### src/rtl/watchdog_array.sv
// watchdog_array: shared prescaler driving CHANNELS independent watchdog counters.
// Each channel has its own run enable, kick, sticky timeout, half-limit warning
// and timeout clear. Channels never interact; they share only limit and the tick.
//
// Ports:
//   clock          rising-edge clock
//   reset_n        asynchronous active-low reset
//   enable         per-channel run enable
//   kick           per-channel service pulse, restarts that counter
//   clear_timeout  per-channel clear of the sticky timeout (EXPIRED only)
//   limit          shared expiry limit in ticks
//   prescale       tick period minus one (0 = tick every cycle)
//   counter        flattened counters, channel i at [i*COUNTER_WIDTH +: COUNTER_WIDTH]
//   warning        counter >= limit/2 while RUNNING (combinational)
//   timeout        sticky expiry flag per channel (registered)
//   timeout_any    OR of timeout (combinational)
module watchdog_array #(
  parameter int unsigned CHANNELS       = 4,
  parameter int unsigned COUNTER_WIDTH  = 16,
  parameter int unsigned PRESCALE_WIDTH = 8
) (
  input  logic                                 clock,
  input  logic                                 reset_n,
  input  logic [CHANNELS-1:0]                  enable,
  input  logic [CHANNELS-1:0]                  kick,
  input  logic [CHANNELS-1:0]                  clear_timeout,
  input  logic [COUNTER_WIDTH-1:0]             limit,
  input  logic [PRESCALE_WIDTH-1:0]            prescale,
  output logic [CHANNELS*COUNTER_WIDTH-1:0]    counter,
  output logic [CHANNELS-1:0]                  warning,
  output logic [CHANNELS-1:0]                  timeout,
  output logic                                 timeout_any
);

  typedef enum logic [1:0] {
    ST_DISABLED = 2'd0,
    ST_RUNNING  = 2'd1,
    ST_EXPIRED  = 2'd2
  } state_t;

  state_t                    state_q [CHANNELS];
  state_t                    state_d [CHANNELS];
  logic [COUNTER_WIDTH-1:0]  count_q [CHANNELS];
  logic [COUNTER_WIDTH-1:0]  count_d [CHANNELS];
  logic [CHANNELS-1:0]       timeout_q;
  logic [CHANNELS-1:0]       timeout_d;
  logic [PRESCALE_WIDTH-1:0] pcount_q;
  logic [PRESCALE_WIDTH-1:0] pcount_d;
  logic                      tick;
  logic [COUNTER_WIDTH-1:0]  half_limit;

  // Prescaler: >= compare so that lowering prescale below pcount wraps at once.
  always_comb begin
    tick     = (pcount_q >= prescale);
    pcount_d = tick ? '0 : pcount_q + PRESCALE_WIDTH'(1);
  end

  always_ff @(posedge clock or negedge reset_n) begin
    if (!reset_n) begin
      pcount_q <= '0;
    end else begin
      pcount_q <= pcount_d;
    end
  end

  // Per-channel next state: disable beats kick, kick beats tick.
  always_comb begin
    for (int i = 0; i < CHANNELS; i++) begin
      state_d[i]   = state_q[i];
      count_d[i]   = count_q[i];
      timeout_d[i] = timeout_q[i];
      case (state_q[i])
        ST_DISABLED: begin
          count_d[i] = '0;
          if (enable[i]) begin
            state_d[i] = ST_RUNNING;
          end
        end
        ST_RUNNING: begin
          if (!enable[i]) begin
            state_d[i] = ST_DISABLED;
            count_d[i] = '0;
          end else if (kick[i]) begin
            count_d[i] = '0;
          end else if (tick && (count_q[i] >= limit)) begin
            // Counter holds its value so the expiry point stays observable.
            state_d[i]   = ST_EXPIRED;
            timeout_d[i] = 1'b1;
          end else if (tick) begin
            count_d[i] = count_q[i] + COUNTER_WIDTH'(1);
          end
        end
        ST_EXPIRED: begin
          if (clear_timeout[i]) begin
            timeout_d[i] = 1'b0;
            count_d[i]   = '0;
            state_d[i]   = enable[i] ? ST_RUNNING : ST_DISABLED;
          end
        end
        default: begin
          state_d[i]   = ST_DISABLED;
          count_d[i]   = '0;
          timeout_d[i] = 1'b0;
        end
      endcase
    end
  end

  always_ff @(posedge clock or negedge reset_n) begin
    if (!reset_n) begin
      for (int i = 0; i < CHANNELS; i++) begin
        state_q[i] <= ST_DISABLED;
        count_q[i] <= '0;
      end
      timeout_q <= '0;
    end else begin
      for (int i = 0; i < CHANNELS; i++) begin
        state_q[i] <= state_d[i];
        count_q[i] <= count_d[i];
      end
      timeout_q <= timeout_d;
    end
  end

  // Warning tracks the live limit, so it reacts to limit changes without an edge.
  always_comb begin
    half_limit = limit >> 1;
    warning    = '0;
    for (int i = 0; i < CHANNELS; i++) begin
      warning[i] = (state_q[i] == ST_RUNNING) && (count_q[i] >= half_limit);
    end
  end

  for (genvar g = 0; g < CHANNELS; g++) begin : g_counter
    assign counter[g*COUNTER_WIDTH +: COUNTER_WIDTH] = count_q[g];
  end

  assign timeout     = timeout_q;
  assign timeout_any = |timeout_q;

endmodule

### config.mk
export PLATFORM = sky130hd
export DESIGN_NAME = watchdog_array
export DESIGN_NICKNAME = d
export VERILOG_FILES = /design/src/rtl/watchdog_array.sv
export SDC_FILE = /design/constraint.sdc
export NUM_CORES = 1
export LEC_CHECK = 0
export CORE_MARGIN = 2
export CORE_UTILIZATION = 51
export CTS_CLUSTER_DIAMETER = 150
export DETAILED_ROUTE_END_ITERATION = 12
export PLACE_DENSITY_LB_ADDON = 0.08
export SLEW_MARGIN = 20
export SYNTH_ARGS = -nofsm -noshare
export SYNTH_HDL_FRONTEND = slang
export SYNTH_SLANG_ARGS = --single-unit
### constraint.sdc
create_clock -name clock -period 2.36 [get_ports clock]
set_input_delay 0.472 -clock clock [delete_from_list [all_inputs] [get_ports clock]]
set_output_delay 0.472 -clock clock [all_outputs]
set_load 0.01 [all_outputs]
==> results.md <==
- The tree built by TritonCTS fans out to 84 sinks.
- The setup slack after layout is -502 ps.
- By area the synthesized netlist is led by dfrtp_1, ha_1, nand2_1.
- The number of enable-type register cells in the synthesized netlist is 0.
- The total overflow left after global routing is 0.
- The combinational fraction of design power is between 30 and 40%.
- The critical path in this run is classified as flop to output port.
- The filler cells instantiated in the layout total 675.
- The level count of the clock H-tree is 3.
- In this run, synthesis produced a sequential element count of 84.
- The worst endpoint required time is approximately 1900 ps.
- STA classifies the critical path endpoint as an output port.
- The effective utilization at floorplan is 52.1%.
- The standard-cell row count is 44.
- The ratio of routed vias to standard cells is 7.03.
- For this design the ratio of total power to cell area is 396 mW/mm2.
- The share of flip-flops with an asynchronous set or reset is 100%.
- The switching power share of the total is 33.4%.
- The part of the Yosys area used for sequential elements is 27.7%.
- The pre-antenna-repair detailed-routing pass consisted of 6 iterations.
- Ranked by instance count, the synthesized netlist is headed by ha_1, nand2_1, dfrtp_1.
- Counting cells, the worst reg-to-reg path comes to 9.
- The most area-hungry cell type in the Yosys netlist is dfrtp_1.
- The number of buffers inserted by port buffering is 110.
- The sum of routed wire length over all layers is 35.5 mm.
- The hold buffer count at cts is 0.
- At the pin with the least slew margin, the transition time is 822 ps.
- Along the worst path, the maximum fanout reaches 2.
- Clock skew on the completed layout was measured at approximately 7.7 ps.
- The final net count is 1374.
- The via count of the first global-routing pass is about 8400.
- Max-cap violations in this run came to 0.
- Entering global routing, the biggest net connects about 40 pins.
- The share of cells above drive strength 1 is 40.5%.
- The kind of launch point of the worst setup path is a flop.
- The final reports fail on negative setup slack.
- The design internal power is 3.37 mW.
- The share of total power in the clock network is 31.6%.
- The count of unique library cells instantiated by Yosys is 70.
- The floorplan step defined a core boundary enclosing 0.0145 mm2.
- The gate count after technology mapping is 869.
- The CTS buffer count is 9.
- The data arrival time of the critical path is 2390 ps.
- The min-delay analysis places its worst path in the category input port to async pin.
- The routed design could run at a clock period as short as 2860 ps.
- TritonCTS built the clock tree.
- The endpoint of the most critical register-to-register path is counter[58].
- The insertion delay to the later sink of the worst-skew pair is 360 ps.
- The count of warnings emitted by yosys is 0.
- The number of antenna diodes in the final layout is 0.
- The cell area after placement is 0.0102 mm2.
- The run finished, with violations left.
- The number of hold violations in the final report is 0.
- The total half-perimeter wirelength after legalization and detailed placement is approximately 18 mm.
- The horizontal die dimension is 126 um.
- The startpoint of the worst register-to-register path is counter[57].
- The part of the power in registers is between 30% and 40%.
- The most frequent cell after synthesis is ha_1.
- In this run the remaining antenna-violating nets after routing total 0.
- In the routed design, unresolved DRC markers number 0.
- The count of pins over their slew limit is 0.
- The initial DRC count is between 1000 and 1500.
- Static timing analysis puts the maximum clock frequency at 349 MHz.
- The share of synthesized area in the top cell type comes to 27.7%.
- The net switching power is 1.68 mW.
- The finished cells cover 0.0127 mm2.
- The all-layer global routing usage is 34.1%.
- The worst-case register-to-register setup slack is -210 ps.
- Among all flip-flop cells after synthesis, the most frequent one is dfrtp_1.
- The root buffer cell chosen for the clock tree is clkbuf_16.
- The final-report setup violation count is 63.
- The number of antenna violations at the first check in global routing is 2.
- The clock-pin slew on the worst setup and hold paths is 70 ps.
- The final critical-path share of the clock period is 121%.
- The I/O pin count is approximately 110.
- The maximum root-to-sink buffer count is 2.
- Timing analysis after detailed placement gives a worst setup slack of -1110 ps.
- The wire length per cell after detailed routing is 25.6 um.
- The area growth from synthesis to layout is 68.1%.
- The die footprint is roughly 0.016 mm2.
- Headroom to the max-slew limit came out at 45.0%.
- The synthesized netlist occupies a cell area of 0.00758 mm2.
- The first-pass GRT wire length is 43.6 mm.
- The final estimated routing congestion in global placement is 0.922.
- The final route contains 9738 vias.
- Setup repair after global routing could not meet its margin everywhere.
- The largest vdd supply drop is 0.365 mV.
- In this run the mean area of a mapped cell was 8.72 um2.
- The analysis attributes to cell leakage a power of 5.70 nW.
- The net count after synthesis is ~1000.
- The height of the die is 126 um.
## worst max-delay path, stage by stage (launching register included)
cell,delay (ps)
dfrtp_1,450
ha_1,240
a21o_1,200
a21o_1,200
a21oi_2,210
o31ai_2,160
a221oi_2,280
o21ai_1,120
buf_2,150
## power by group through the flow
stage	combinational, mW	sequential [mW]	clock, mW
after floorplan	0.613	1.60	0
after global placement	1.22	1.57	0
after detailed placement	1.25	1.57	0
after CTS	1.54	1.56	1.55
after global routing	2.01	1.57	1.64
final	1.89	1.56	1.60
## flip-flops by register name, summed over array words and instances (netlist names)
name      cells
counter      64
pcount_q      8
timeout       4
state_q       8
## worst max path at each step
stage                            from          end  cells after the start
final                      counter[4]   warning[0]                      8
after global routing       counter[5]   warning[0]                      8
after CTS                 counter[37]   warning[2]                      8
after detailed placement     limit[8]   warning[0]                      9
after global placement       limit[8]   warning[2]                     10
after floorplan              limit[6]  counter[29]                      8
## cells by family (layout without fill, tap and decap cells)
family | count (synthesis) | after routing | share of synthesized area [%]
DFF | 84 | 84 | 27.7
xor gates and xnor gates | 6 | 6 | 0.694
buffers and inverters | 79 | 412 | 3.98
adders and majority gates | 137 | 137 | 22.6
AOI/OAI and AO/OA | 223 | 223 | 21.1
muxes | 4 | 4 | 0.545
and+or+nand+nor | 336 | 336 | 23.3
## cells in the final DEF (no fill, tap or decap), types with 6 or more instances in the layout
cell             Yosys  routed
buf_12               0       9
or3_1                9       7
and3_1              19      18
buf_6                0      53
nor4_1              12       6
dlygate4sd2_1        0      12
ha_4                 0      57
or4_1               20       9
o311ai_4             0       8
a211oi_2             0       7
o21ai_1              1      16
o31ai_2              0       7
o211ai_1            20      20
buf_4                0     172
a21oi_1             36      13
nor2_1              41      37
nor3_1              11       7
ha_1               137      75
nand4_1             29      29
nand3_1             61      48
clkinvlp_4           0       6
a21oi_2              0      21
clkbuf_16            0       9
nand2_1             87      82
inv_2                0      15
dfrtp_1             84      82
a21o_1              20      20
nand2b_1            14      10
o21ai_2              0       6
o21ai_0             38      16
clkdlybuf4s50_1      0      81
a31o_2               7       7
a31oi_1             11       8
inv_1               57      34
nand3_2              0      10
or4_4                0      11
## area by class of cell
type,count,area (um2),share of cell area [%]
clock inverters,4,73.8,0.580
multi-input cells,706,6740,52.9
repair buffers,341,3110,24.4
clock buffers,10,239,1.88
flip-flops and latches,84,2100,16.5
well taps,184,230,1.81
inverters,57,244,1.92
## per-stage QoR
stage | power [mW] | std cells | hold slack, ps | util [%] | TNS [ps]
6_report | 5.05 | 1386 | 82.2 | 87.6 | -5930
2_1_floorplan | 2.21 | 869 | 176 | - | -194
5_1_grt | 5.21 | 1386 | 113 | 87.6 | -9990
3_5_place_dp | 2.82 | 1307 | 472 | 70.5 | -65830
4_1_cts | 4.65 | 1348 | 92.6 | 79.9 | -1240
3_3_place_gp | 2.79 | 1307 | 470 | 70.5 | -63130
## repair_timing
action	4_1_cts	5_1_grt
buffers inserted	27	41
pin swaps	95	97
cloned	2	0
gates resized for setup	245	160
endpoints found under the setup margin	80	76
## per-layer routing
| layer | track usage [%] | up-vias | share of wire [%] |
|---|---|---|---|
| li1 | - | 4043 | - |
| met1 | 44.5 | 4610 | 36 |
| met2 | 57.8 | 801 | 46 |
| met3 | 4.29 | 284 | 9.8 |
| met4 | 13.2 | 0 | 8.0 |
| met5 | 0 | - | 0 |
Note: power is estimated with default switching activity, not from simulation.
